$ cat src/rtl/snapshot_writer_pkg.sv
// snapshot_writer_pkg: FSM encodings, filter codes and pixel packing shared by the snapshot writer
package snapshot_writer_pkg;
  localparam logic [1:0] IDLE    = 2'd0;
  localparam logic [1:0] ARMED   = 2'd1;
  localparam logic [1:0] CAPTURE = 2'd2;
  localparam logic [1:0] DONE    = 2'd3;
  localparam logic [2:0] F_NONE   = 3'd0;
  localparam logic [2:0] F_INVERT = 3'd1;
  localparam logic [2:0] F_GRAY   = 3'd2;
  localparam logic [2:0] F_SEPIA  = 3'd3;
  localparam logic [2:0] F_EDGE   = 3'd4;
  function automatic logic [11:0] pack12(input logic [23:0] p);
    return {p[23:20], p[15:12], p[7:4]};
  endfunction
endpackage

$ cat src/rtl/snapshot_writer_window_addr_gen.sv
// window_addr_gen: capture-window membership test and saturating frame-buffer address counter
module window_addr_gen #(
  parameter int WIN_X0 = 0,
  parameter int WIN_Y0 = 0,
  parameter int WIN_W  = 320,
  parameter int WIN_H  = 240
) (
  input  logic        clk,
  input  logic        rst,
  input  logic        clr,
  input  logic        en,
  input  logic [10:0] hcount,
  input  logic [9:0]  vcount,
  output logic        in_win,
  output logic [16:0] addr,
  output logic        last
);
  localparam logic [11:0] XB = 12'(WIN_X0);
  localparam logic [11:0] XE = 12'(WIN_X0 + WIN_W);
  localparam logic [10:0] YB = 11'(WIN_Y0);
  localparam logic [10:0] YE = 11'(WIN_Y0 + WIN_H);
  localparam logic [16:0] LAST_ADDR = 17'(WIN_W * WIN_H - 1);
  assign in_win = {1'b0, hcount} >= XB && {1'b0, hcount} < XE &&
                  {1'b0, vcount} >= YB && {1'b0, vcount} < YE;
  assign last = addr == LAST_ADDR;
  // Counter stops at the final address so it can never wrap back onto pixel 0
  always_ff @(posedge clk)
    if (rst || clr) addr <= '0;
    else if (en && in_win && !last) addr <= addr + 17'd1;
endmodule

$ cat src/rtl/snapshot_writer.sv
// snapshot_writer: captures one windowed frame of packed 12-bit pixels into a frame buffer on request
module snapshot_writer
  import snapshot_writer_pkg::*;
#(
  parameter int WIN_X0 = 0,
  parameter int WIN_Y0 = 0,
  parameter int WIN_W  = 320,
  parameter int WIN_H  = 240
) (
  input  logic        clk,
  input  logic        rst,
  input  logic        capture_req,
  input  logic [10:0] hcount,
  input  logic [9:0]  vcount,
  input  logic [23:0] rgb_in,
  input  logic [2:0]  filter,
  output logic        bram_we,
  output logic [16:0] bram_addr,
  output logic [11:0] bram_din,
  output logic        busy,
  output logic        done,
  output logic [2:0]  snap_filter
);
  logic [1:0]  state, nxt;
  logic        sof, cap, wr, in_win, last;
  logic [16:0] addr;
  assign sof = hcount == 11'd0 && vcount == 10'd0;
  // The frame-start pixel itself belongs to the capture, so writing begins in the ARMED->CAPTURE cycle
  assign cap = state == CAPTURE || (state == ARMED && sof);
  assign wr = cap && in_win;
  assign busy = state != IDLE;
  assign done = state == DONE;
  always_comb
    nxt = state == IDLE ? (capture_req ? ARMED : IDLE) :
          state == DONE ? IDLE :
          (wr && last) ? DONE :
          (state == ARMED && sof) ? CAPTURE : state;
  window_addr_gen #(.WIN_X0(WIN_X0), .WIN_Y0(WIN_Y0), .WIN_W(WIN_W), .WIN_H(WIN_H)) u_gen (
    .clk(clk), .rst(rst), .clr(state == IDLE), .en(cap),
    .hcount(hcount), .vcount(vcount), .in_win(in_win), .addr(addr), .last(last)
  );
  always_ff @(posedge clk)
    if (rst) begin
      state       <= IDLE;
      bram_we     <= 1'b0;
      bram_addr   <= '0;
      bram_din    <= '0;
      snap_filter <= '0;
    end else begin
      state   <= nxt;
      bram_we <= wr;
      if (wr) begin
        bram_addr <= addr;
        bram_din  <= pack12(rgb_in);
      end
      if (state == ARMED && sof) snap_filter <= filter;
    end
endmodule
$ cat config.mk
export PLATFORM = sky130hd
export DESIGN_NAME = snapshot_writer
export DESIGN_NICKNAME = d
export VERILOG_FILES = /design/src/rtl/snapshot_writer_pkg.sv /design/src/rtl/snapshot_writer_window_addr_gen.sv /design/src/rtl/snapshot_writer.sv
export SDC_FILE = /design/constraint.sdc
export NUM_CORES = 1
export LEC_CHECK = 0
export ABC_AREA = 1
export CORE_MARGIN = 3
export CORE_UTILIZATION = 34
export DETAILED_ROUTE_END_ITERATION = 12
export HOLD_SLACK_MARGIN = 0.1
export PLACE_DENSITY = 0.66
export SLEW_MARGIN = 10
export SYNTH_ARGS = -nofsm -noshare
export SYNTH_HDL_FRONTEND = slang
export SYNTH_SLANG_ARGS = --single-unit
$ cat constraint.sdc
create_clock -name clk -period 1.75 [get_ports clk]
set_clock_uncertainty 0.15 [all_clocks]
set_input_delay 0.175 -clock clk [delete_from_list [all_inputs] [get_ports clk]]
set_output_delay 0.175 -clock clk [all_outputs]
set_load 0.01 [all_outputs]
## Yosys cells after proc, flatten, opt, wreduce, memory -nomap -nowiden

Cells that the tools add are included.

- Add/sub/neg operators: 1
- Order comparisons: 2
- Equality and inequality tests: 4
- Muxes and demuxes: 5
- Reductions and logical operators: 14

Operators with widths:

| kind | number |
|---|---|
| adder 17 x 1 -> 17 bit, second input constant | 1 |
| == test 17 bit, second input constant | 1 |
| zero test 11 bit | 1 |
| less-than comparator 11 x 9 -> 1 bit, second input constant | 1 |
| zero test 10 bit | 1 |
| less-than comparator 10 x 8 -> 1 bit, second input constant | 1 |
| two-way mux 2 bit | 4 |
| logical AND 1 bit | 6 |
| == test 2 bit, second input constant | 2 |
| nonzero test 4 bit | 1 |
| == test 2 x 1 -> 1 bit, second input constant | 1 |
| zero test 2 bit | 1 |
| logical OR 1 bit | 2 |
| nonzero test 2 bit | 1 |
| zero test 1 bit | 1 |
| two-way mux 1 bit | 1 |

- Register bits: 52
- Input port bits: 51
- Output and inout bits: 35
- Logic and storage cells: 32

## Longest topological paths before layout

Gate-level depths: netlist of run 1.

- Word-level depth: 9
- Gate-level depth with buffers: 13

## Cells and area by module

Synthesis of run 1 repeated with hierarchy kept, for this count alone.

- Cell total of the unflattened synthesis: 385
- Area, all modules: 2,621.3 sq um

By module, submodules not included:

| module | instances | cells an instance | area an instance (sq um) | seq. area each (sq um) |
|---|---|---|---|---|
| snapshot_writer | 1 | 187 | 1,451.4 | 700.7 |
| window_addr_gen | 1 | 198 | 1,169.9 | 340.3 |

## Worst setup path after synthesis of run 1

No wires, ideal clock.

- Kind: register to register
- Start: register state[1]
- End: register bram_addr[1]
- Library setup time: 116 ps
- Arrival: 1,560 ps
- Required time: 1,484 ps
- Slack: -76 ps
- Stages on the path, launching flop included: 13
- Path buffers: 1
- Period minus slack after synthesis: 1,826 ps
- Cell sequence: dfxtp_1 inv_1 ha_1 inv_1 nor2_1 nand2_1 nor2_1 nand3_2 a21boi_4 inv_1 buf_2 nor2_1 nor2_1

- Longest elaborated chain between the ends: 4

Ends and longest elaborated chain:

| element | RTL line | RTL |
|---|---|---|
| start: declaration | snapshot_writer.sv:24 | `logic [1:0] state, nxt;` |
| start signal: assignment | snapshot_writer.sv:50 | `state <= nxt;` |
| == test 2 x 1 -> 1 bit | snapshot_writer.sv:29 | `assign cap = state == CAPTURE \|\| (state == ARMED && sof);` |
| logical AND 1 bit | snapshot_writer.sv:29 |  |
| logical OR 1 bit (*) | snapshot_writer.sv:29 |  |
| logical AND 1 bit (*) | snapshot_writer.sv:30 | `assign wr = cap && in_win;` |
| end signal: assignment | snapshot_writer.sv:53 | `bram_addr <= addr;` |
| end: declaration | snapshot_writer.sv:18 | `output logic [16:0] bram_addr,` |

Every way passes the cells marked *; elsewhere a longest branch is shown, timed or not.
A chain may end at the register's enable or synchronous reset.

## Worst setup path in the final report of run 1

- Start: register state[1]
- End: register u_gen.addr[15]

- Longest elaborated chain between the ends: 5

Ends and longest elaborated chain:

| element | RTL line | RTL |
|---|---|---|
| == test 2 x 1 -> 1 bit | snapshot_writer.sv:29 |  |
| logical AND 1 bit | snapshot_writer.sv:29 |  |
| logical OR 1 bit | snapshot_writer.sv:29 |  |
| logical AND 1 bit (2 in a row) | snapshot_writer_window_addr_gen.sv:29 | `else if (en && in_win && !last) addr <= addr + 17'd1;` |
| end signal: assignment | snapshot_writer_window_addr_gen.sv:29 |  |
| end: declaration | snapshot_writer_window_addr_gen.sv:15 | `output logic [16:0] addr,` |

Parallel ways exist; a longest one is shown, timed or not.

==> results of run 1 <==
## power by group
part,switching [mW],internal (mW),total (mW)
Clock,0.391,0.563,0.954
Combinational,0.165,0.206,0.371
Sequential,0.00927,1.20,1.21
Total,0.566,1.97,2.53
## final cells by class
type | instances | area [um2]
Clock buffer | 5 | 68.82
Clock inverter | 2 | 60.06
Fill cell | 639 | 2753
Inverter | 30 | 120.1
Multi-Input combinational cell | 254 | 1521
Sequential cell | 52 | 1044
Tap cell | 96 | 120.1
Timing Repair Buffer | 120 | 1220
## worst paths after layout
path	from	endpoint	slack, ns	cells past startpoint
max	state[1]$_SDFFE_PP0P_	u_gen.addr[15]$_SDFFE_PP0P_	-0.10	12
min	rgb_in[21]	bram_din[9]$_SDFFE_PP0P_	0.29	3
max reg2reg	state[1]$_SDFFE_PP0P_	u_gen.addr[15]$_SDFFE_PP0P_	-0.10	12
min reg2reg	snap_filter[2]$_SDFFE_PP0P_	snap_filter[2]$_SDFFE_PP0P_	0.30	2
## what timing repair did
action / in CTS / in global routing
gates resized for setup: 39 / 72
hold buffers: 0 / 0
endpoints found under the setup margin: 49 / 53
buffers inserted: 6 / 4
cloned: 0 / 5
pin swaps: 10 / 9
## synth_stat cells, drive strengths merged
library cell / count
or2: 1
o21ai: 33
nand3b: 1
inv: 30
ha: 5
clkbuf: 4
nand2: 56
nor3: 8
a31oi: 1
dfxtp: 52
nor2: 69
nand3: 27
a21oi: 35
xor2: 11
a21boi: 1
and3: 1
nand4: 5
buf: 9
## worst reg2reg max path: stages, from the launching register on
cell and delay (ns):
dfxtp_2 0.33, inv_2 0.07, ha_4 0.12, inv_2 0.02, nor2_1 0.07, nand2_1 0.09
nor2_2 0.10, nand3_2 0.10, a21boi_4 0.18, buf_6 0.16, clkbuf_16 0.17, nand3_2 0.08
a21oi_2 0.15
## kinds of logic (layout without fill, tap and decap cells)
logic type      count (synthesis)  count (layout)  synth area share, %
compound gates                 70              70                14.91
xor+xnor                       11              11                3.932
fa+ha+maj                       5               5                2.554
buf+inv                        43             157                7.302
flops                          52              52                42.49
simple gates                  168             168                28.81
## sequential cells by signal (all words and copies together) (netlist names)
name	cells
bram_we	1
u_gen.addr	17
state	2
bram_addr	17
bram_din	12
snap_filter	3
## metal layers
metal	wire, um	GRT usage [%]	vias to the layer above
li1	-	-	1367
met1	3459	21.66	1267
met2	3873	28.41	89
met3	422	3.500	11
met4	101	4.523	0
met5	0	0	-
==> qor.yml, run 1 <==
status: "finished with violations"
violations: "negative setup slack"
cts_tree: "done"
num_rows: 30
start_util_pct: 35.47
hp-class: "in -> reg"
clk_pin_slew_ns: 0.09
cts_root_buf: "clkbuf_8"
cp.arrival_ns: 1.95
instances_no_fill: 559
dp_cells: 540
drt_wl_total_mm: 7.857
nets: 519
placed_cell_area_um2: 3565
clk_latency_ns: 0.31
slew_headroom_pct: 72.09
cp_max_fo: 5
synthDistinctLibCells: 24
syn-cell-area_um2: 2450
first_iter_violations: 135
dp_hpwl_mm: 5.206
crit_path_cell_trace: "inv_2 > ha_4 > inv_2 > nor2_1 > nand2_1 > nor2_2 > nand3_2 > a21boi_4 > buf_6 > clkbuf_16 > nand3_2 > a21oi_2"
final.setup.tns_ns: -2.358
synth_largest_area_cell: "dfxtp_1"
start_kind: "flop"
p_leak_nw: 1.476
place_ws_ns: -0.3808
grt_pass1_wl_mm: 11.54
power_mw: 2.531
fin_util_pct: 60.14
worst_pin_slew_ns: 0.4155
fin_crit_sh_pct: 106.0
fp.coreArea_um2: 6907
synth_fp_nets: 405
cts_sinks: 52
synthToLayoutAreaGrowth_pct: 69.56
die_h_um: 90.89
antenna_found_initial: 0
peakVddDrop_mv: 0.4519
crit_type: "reg -> reg"
hold_slack_ns: 0.2916
max_stage_delay_ns: 0.33
fin_ws_ns: -0.1045
cts_made_buffers: 5
crit_family: "simple AND/OR/NAND/NOR gates"
worstSetupEndpointType: "flop"
avgSynthCellArea_um2: 7.020
die_x_um: 90.89
hold_viol_final: 0
grt_max_degree: 45
num_antenna_cells: 0
drt_pass1_iterations: 4
max-cap-violations: 0
cts_buffer_depth: 2
yosysSeqAreaShare_pct: 42.49
vias: 2734
avgRoutedWirePerCell_um: 14.06
drive_above_1_share_pct: 27.21
grt_overflow: 0
layout_common_cells: "clkdlybuf4s50_1, nor2_1, dfxtp_1"
ys_warn_count: 0
ys_seq_elements: 52
synth_top_cell_area_share_pct: 42.49
synth.area.top_cells: "dfxtp_1, nor2_1, nand2_1"
dieArea_um2: 8260
cts_htree_levels: 2
netlist_instances: 349
max_freq_mhz: 539.2
grt_use_total_pct: 16.78
critPathRequiredTime_ns: 1.84
place_congestion: 0.8184
finalSetupViolations: 43
drc_errors: 0
drv_slew: 0
ios: 86
power_density_nw_per_um2: 609.4
portBuffers: 73
vias_per_cell: 4.891
ant_nets: 0
crit_buf_inv: 4
finish.instance_area_um2: 4154
critPathSlowestCell: "dfxtp_2"
fin_crit_ns: 1.855
grt_pass1_vias: 2467
final_common_cell: "clkdlybuf4s50_1"
rsz0062_at_grt: "true"
Note: power is estimated with default switching activity, not from simulation.
==> run 2, diff against run 1 <==
TNS_END_PERCENT = 20   (was unset)
==> run 2 against run 1 <==
Effect of this change:
- the run still ends with negative setup slack left
- utilization is 2.2 points lower
- sequential share of layout area is 1.0 points higher
- maximum frequency is 5.1% lower
- worst hold slack worse by 0.00062 ns
- sequential power hardly changed
- clock-buffer cell count is 1 higher
- die area stayed put
- final area is 3.7% lower
- global-route usage is 0.34 points lower
- combinational power is 19% lower
- total power is 5.2% lower
- critical path depth is 1 higher
- critical endpoint is now bram_addr[2]$_SDFFE_PP0P_
- largest power group unchanged
==> qor.yml, run 2 (synthesized netlist as in run 1, its figures left out) <==
cts_tree: "done"
fin_crit_ns: 1.954  # +0.09993 ns
ant_nets: 0  # unchanged
cp_max_fo: 6  # +1
start_util_pct: 35.47  # unchanged
grt_use_total_pct: 16.44  # -0.34 points
portBuffers: 73  # unchanged
place_congestion: 0.8641  # +5.6%
peakVddDrop_mv: 0.4433  # -1.9%
worst_pin_slew_ns: 0.5916  # +0.1761 ns
hold_slack_ns: 0.2910  # -0.0006190 ns
cts_htree_levels: 2  # unchanged
grt_pass1_vias: 2337  # -5.3%
r2r_cells: 13  # +1
r2r-end: "bram_addr[2]$_SDFFE_PP0P_"
hold_viol_final: 0  # unchanged
hold_end: "bram_din[7]$_SDFFE_PP0P_"
synthToLayoutAreaGrowth_pct: 63.28
cts_buffer_depth: 2  # unchanged
hold_depth: 3  # unchanged
clk_latency_ns: 0.31  # about the same
num_rows: 30  # unchanged
vias_per_cell: 4.852  # -0.79%
dp_hpwl_mm: 5.217  # +0.21%
vias: 2727  # -0.26%
fp.coreArea_um2: 6907  # unchanged
p_leak_nw: 1.509  # +2.3%
hp-class: "in -> reg"
reg2reg_from: "state[1]$_SDFFE_PP0P_"
dp_cells: 543  # +0.56%
drt_wl_total_mm: 7.870  # +0.17%
critPathRequiredTime_ns: 1.85  # about the same
cts_made_buffers: 5  # unchanged
num_antenna_cells: 0  # unchanged
crit_type: "reg -> reg"
antenna_found_initial: 0  # unchanged
cts_root_buf: "clkbuf_8"
fin_util_pct: 57.92  # -2.2 points
max_freq_mhz: 511.7  # -5.1%
violations: "negative setup slack"
slew_headroom_pct: 60.52  # -12 points
rsz0062_at_grt: "true"
fin_crit_sh_pct: 111.7  # +5.7 points
layout_common_cells: "clkdlybuf4s50_1, nor2_1, nand2_1"
avgRoutedWirePerCell_um: 14.00  # -0.37%
cp.arrival_ns: 2.05  # +0.10 ns
drc_errors: 0  # unchanged
drt_pass1_iterations: 4  # unchanged
finalSetupViolations: 47  # +9.3%
start_kind: "flop"
max-cap-violations: 0  # unchanged
first_iter_violations: 182  # +35%
ios: 86  # unchanged
cts_sinks: 52  # unchanged
instances_no_fill: 562  # +0.54%
grt_max_degree: 30  # -33%
clk_pin_slew_ns: 0.10  # about the same
fill_cells: 618  # -3.3%
reg.largest.list: "bram_addr x17, u_gen.addr x17, bram_din x12"
grt_overflow: 0  # unchanged
hp-start: "rgb_in[15]"
worstSetupEndpointType: "flop"
nets: 521  # +0.39%
die_h_um: 90.89  # unchanged
die_x_um: 90.89  # unchanged
final_common_cell: "clkdlybuf4s50_1"
grt_pass1_wl_mm: 11.18  # -3.2%
power_density_nw_per_um2: 600.2  # -1.5%
status: "finished with violations"
drive_above_1_share_pct: 18.45  # -8.8 points
dieArea_um2: 8260  # unchanged
r2r_slack_ns: -0.20  # -0.10 ns
drv_slew: 0  # unchanged
fin_ws_ns: -0.2045  # -0.09993 ns
## run 2: cell count changes in the layout (fill, tap and decap cells not counted), sizes merged
cell and change:
clkbuf +4, bufinv -1, clkdlybuf4s15 -1, clkinv +1
## run 2: area by class of cell
cell class / count / area [um2] / share of cell area [%]
clock buffers: 6 / 82.58 / 2.064
clock inverters: 2 / 38.79 / 0.9697
inverters: 30 / 117.6 / 2.940
multi-input cells: 254 / 1309 / 32.72
flip-flops and latches: 52 / 1045 / 26.12
well taps: 96 / 120.1 / 3.003
repair buffers: 122 / 1287 / 32.19
## run 2: critical path, cell delays in order, from the launching register on
cell,delay (ns)
dfxtp_2,0.34
inv_2,0.07
ha_4,0.12
inv_2,0.02
nor2_1,0.09
nand2_1,0.08
nor2_2,0.12
nand3_2,0.10
a21boi_4,0.19
buf_12,0.15
buf_8,0.13
clkbuf_16,0.15
o21ai_1,0.06
a21oi_1,0.11
## run 2: per-stage QoR
stage / TNS, ns / worst slack (ns) / power, mW / area, um2
after global placement: -12.22 / -0.3492 / 1.504 / 3558
after floorplan: -0.6718 / -0.06384 / 1.344 / 2457
after global routing: -13.01 / -0.3602 / 2.489 / 4000
after detailed placement: -14.87 / -0.4191 / 1.510 / 3558
after CTS: -5.690 / -0.1839 / 2.387 / 3730
final: -6.810 / -0.2045 / 2.401 / 4000
## run 2: repair_timing
action,4_1_cts,5_1_grt
setup buffers,0,4
endpoints found under the setup margin,50,50
resized for setup,9,44
hold buffers,0,0
pin swaps,0,11
cloned,1,6
## run 2: per-layer routing
metal | GRT usage (%) | up-vias | routed length (um)
li1 | - | 1369 | -
met1 | 22.31 | 1244 | 3452
met2 | 26.56 | 105 | 3775
met3 | 3.500 | 9 | 573
met4 | 4.271 | 0 | 68
met5 | 0 | - | 0
## run 2: worst max path at each step
stage | startpoint | end | cells past startpoint
after global placement | hcount[7] | bram_din[7]$_SDFFE_PP0P_ | 10
after detailed placement | hcount[7] | bram_din[11]$_SDFFE_PP0P_ | 10
after floorplan | state[1]$_SDFFE_PP0P_ | u_gen.addr[2]$_SDFFE_PP0P_ | 12
final | state[1]$_SDFFE_PP0P_ | bram_addr[2]$_SDFFE_PP0P_ | 13
after CTS | state[1]$_SDFFE_PP0P_ | bram_addr[11]$_SDFFE_PP0P_ | 11
after global routing | state[1]$_SDFFE_PP0P_ | bram_addr[5]$_SDFFE_PP0P_ | 13
## run 2: report_power, final
group	internal, mW	switching [mW]
sequential	1.20	0.0107
clock	0.469	0.424
combinational	0.162	0.137
==> run 3, diff against run 2 <==
RECOVER_POWER = 50   (was unset)
SLEW_MARGIN = 20   (was 10)
==> run 3 against run 2 <==
Effect of this change:
- the flow still finishes with violations (negative setup slack)
- final area stayed put
- global-route usage stayed put
- via count is 0.22% higher
- clock-buffer cell count did not move
- final cell count is the same
- worst hold slack hardly changed
- non-clock buffer count stayed put
- first-iteration DRC count up 2.7%
- sequential power hardly changed
==> qor.yml, run 3 (synthesized netlist as in run 1, its figures left out) <==
cts_made_buffers: 5  # unchanged
fill_cells: 618  # unchanged
seqCellArea_um2: 1045  # unchanged
max-cap-violations: 0  # unchanged
use_met3_pct: 3.500  # unchanged
r2r_slack_ns: -0.21  # about the same
portBuffers: 73  # unchanged
die_h_um: 90.89  # unchanged
violations: "negative setup slack"
final.setup.tns_ns: -6.935  # -0.1246 ns
num_antenna_cells: 0  # unchanged
grt_max_degree: 30  # unchanged
slew_headroom_pct: 60.52  # about the same
worst_path_most_repeated_cell: "inv_2"
status: "finished with violations"
met2_usage_pct: 26.56  # unchanged
gr-usage-met1_pct: 22.31  # unchanged
fp.coreArea_um2: 6907  # unchanged
p_int_mw: 1.828  # about the same
hold_viol_final: 0  # unchanged
cts_root_buf: "clkbuf_8"
rsz0062_at_grt: "true"
start_kind: "flop"
grt_overflow: 0  # unchanged
instances_no_fill: 562  # unchanged
cts_htree_levels: 2  # unchanged
hp-class: "in -> reg"
synthToLayoutAreaGrowth_pct: 63.28  # unchanged
reg.largest.list: "bram_addr x17, u_gen.addr x17, bram_din x12"
ios: 86  # unchanged
fin_crit_ns: 1.959  # +0.004126 ns
cts_hold_buf: 0  # unchanged
final_common_cell: "nor2_1"
vias: 2733  # +0.22%
drc_errors: 0  # unchanged
dieArea_um2: 8260  # unchanged
layout_common_cells: "nor2_1, nand2_1, clkdlybuf4s50_1"
fin_crit_sh_pct: 111.9  # +0.24 points
crit_type: "reg -> reg"
dp_hpwl_mm: 5.217  # unchanged
grt_use_total_pct: 16.44  # unchanged
grt_pass1_vias: 2337  # unchanged
p_clk_share_pct: 37.3  # about the same
worst_pin_slew_ns: 0.5916  # -0.000003397 ns
peakVddDrop_mv: 0.4432  # about the same
max_freq_mhz: 510.6  # -0.21%
drt_pass1_iterations: 4  # unchanged
dp_cells: 543  # unchanged
grt-busiest-layer: "met2"
max_stage_delay_ns: 0.34  # about the same
crit_path_cell_trace: "inv_2 > ha_4 > inv_2 > nor2_1 > nand2_1 > nor2_2 > nand3_2 > a21boi_4 > buf_12 > buf_8 > clkbuf_16 > o21ai_1 > a21oi_1"
cp_max_fo: 6  # unchanged
clk_latency_ns: 0.31  # about the same
drv_slew: 0  # unchanged
num_rows: 30  # unchanged
finalSetupViolations: 47  # unchanged
p_leak_nw: 1.574  # +4.3%
fin_ws_ns: -0.2086  # -0.004126 ns
multiInputGateArea_um2: 1309  # unchanged
place_congestion: 0.8641  # unchanged
hold_slack_ns: 0.2906  # -0.0004190 ns
ant_nets: 0  # unchanged
crit_buf_inv: 5  # unchanged
grt_pass1_wl_mm: 11.18  # unchanged
clk_pin_slew_ns: 0.10  # about the same
hp-start: "rgb_in[15]"
worstSetupEndpointType: "flop"
critPathRequiredTime_ns: 1.85  # about the same
avgRoutedWirePerCell_um: 14.03  # +0.20%
power_density_nw_per_um2: 600.7  # about the same
cts_sinks: 52  # unchanged
cts_buffer_depth: 2  # unchanged
power_frac_comb_pct: 12.4  # about the same
crit_family: "buffers and inverters"
nets: 521  # unchanged
antenna_found_initial: 0  # unchanged
reg2reg_from: "state[1]$_SDFFE_PP0P_"
hold_depth: 3  # unchanged
critPathSlowestCell: "dfxtp_2"
vias_per_cell: 4.863  # +0.22%
start_util_pct: 35.47  # unchanged
cp.arrival_ns: 2.05  # about the same
die_x_um: 90.89  # unchanged
switchingPower_mw: 0.5753  # +0.52%
drt_wl_total_mm: 7.886  # +0.20%
cts_tree: "done"
path_depth: 13  # unchanged
seqPwrFrac_pct: 50.3  # about the same
r2r_cells: 13  # unchanged
hold_end: "bram_din[7]$_SDFFE_PP0P_"
first_iter_violations: 187  # +2.7%
r2r-end: "bram_addr[2]$_SDFFE_PP0P_"
p_sw_share_pct: 23.94  # +0.10 points
drive_above_1_share_pct: 18.45  # unchanged
run 3: metrics by stage:
stage | util [%] | cell area [um2] | worst slack (ns) | total power, mW
3_5_place_dp | 51.52 | 3558 | -0.4191 | 1.510
2_1_floorplan | - | 2457 | -0.06384 | 1.344
3_3_place_gp | 51.52 | 3558 | -0.3492 | 1.504
5_1_grt | 57.92 | 4000 | -0.3602 | 2.488
4_1_cts | 54.00 | 3730 | -0.1839 | 2.387
6_report | 57.92 | 4000 | -0.2086 | 2.403
run 3: worst max-delay path by stage:
stage                          start                    endpoint  slack, ns
2_1_floorplan  state[1]$_SDFFE_PP0P_  u_gen.addr[2]$_SDFFE_PP0P_      -0.06
3_3_place_gp               hcount[7]    bram_din[7]$_SDFFE_PP0P_      -0.35
3_5_place_dp               hcount[7]   bram_din[11]$_SDFFE_PP0P_      -0.42
4_1_cts        state[1]$_SDFFE_PP0P_  bram_addr[11]$_SDFFE_PP0P_      -0.18
5_1_grt        state[1]$_SDFFE_PP0P_   bram_addr[5]$_SDFFE_PP0P_      -0.36
6_report       state[1]$_SDFFE_PP0P_   bram_addr[2]$_SDFFE_PP0P_      -0.21
run 3: worst reg2reg max path, stage by stage (launching register included):
cell and delay [ns]:
dfxtp_2 0.34, inv_2 0.07, ha_4 0.12, inv_2 0.02, nor2_1 0.09, nand2_1 0.08
nor2_2 0.12, nand3_2 0.10, a21boi_4 0.19, buf_12 0.15, buf_8 0.14, clkbuf_16 0.15
o21ai_1 0.06, a21oi_1 0.11
run 3: cell type report:
class / instances / area share [%]
timing repair buffer: 122 / 32.19
tap: 96 / 3.003
clock buffer: 6 / 2.064
inverter: 30 / 2.940
multi-input combinational: 254 / 32.72
sequential: 52 / 26.12
clock inverter: 2 / 0.9697
run 3: what timing repair did:
action / in CTS / in global routing
setup endpoints to repair: 50 / 50
gates cloned: 1 / 6
pin swaps: 0 / 11
buffers inserted: 0 / 4
gates resized for setup: 9 / 44
run 3: layer usage:
| layer | vias to the layer above | routed length [um] | share of wire, % |
|---|---|---|---|
| met5 | - | 0 | 0 |
| met4 | 0 | 68 | 0.86 |
| met3 | 9 | 562 | 7.1 |
| met2 | 102 | 3781 | 48 |
| met1 | 1253 | 3473 | 44 |
| li1 | 1369 | - | - |
run 3: power groups by stage:
stage	Sequential, mW	Combinational (mW)	Clock [mW]
final	1.21	0.298	0.896
after global routing	1.21	0.324	0.954
after CTS	1.21	0.276	0.905
after detailed placement	1.23	0.278	0
after global placement	1.23	0.273	0
after floorplan	1.24	0.109	0
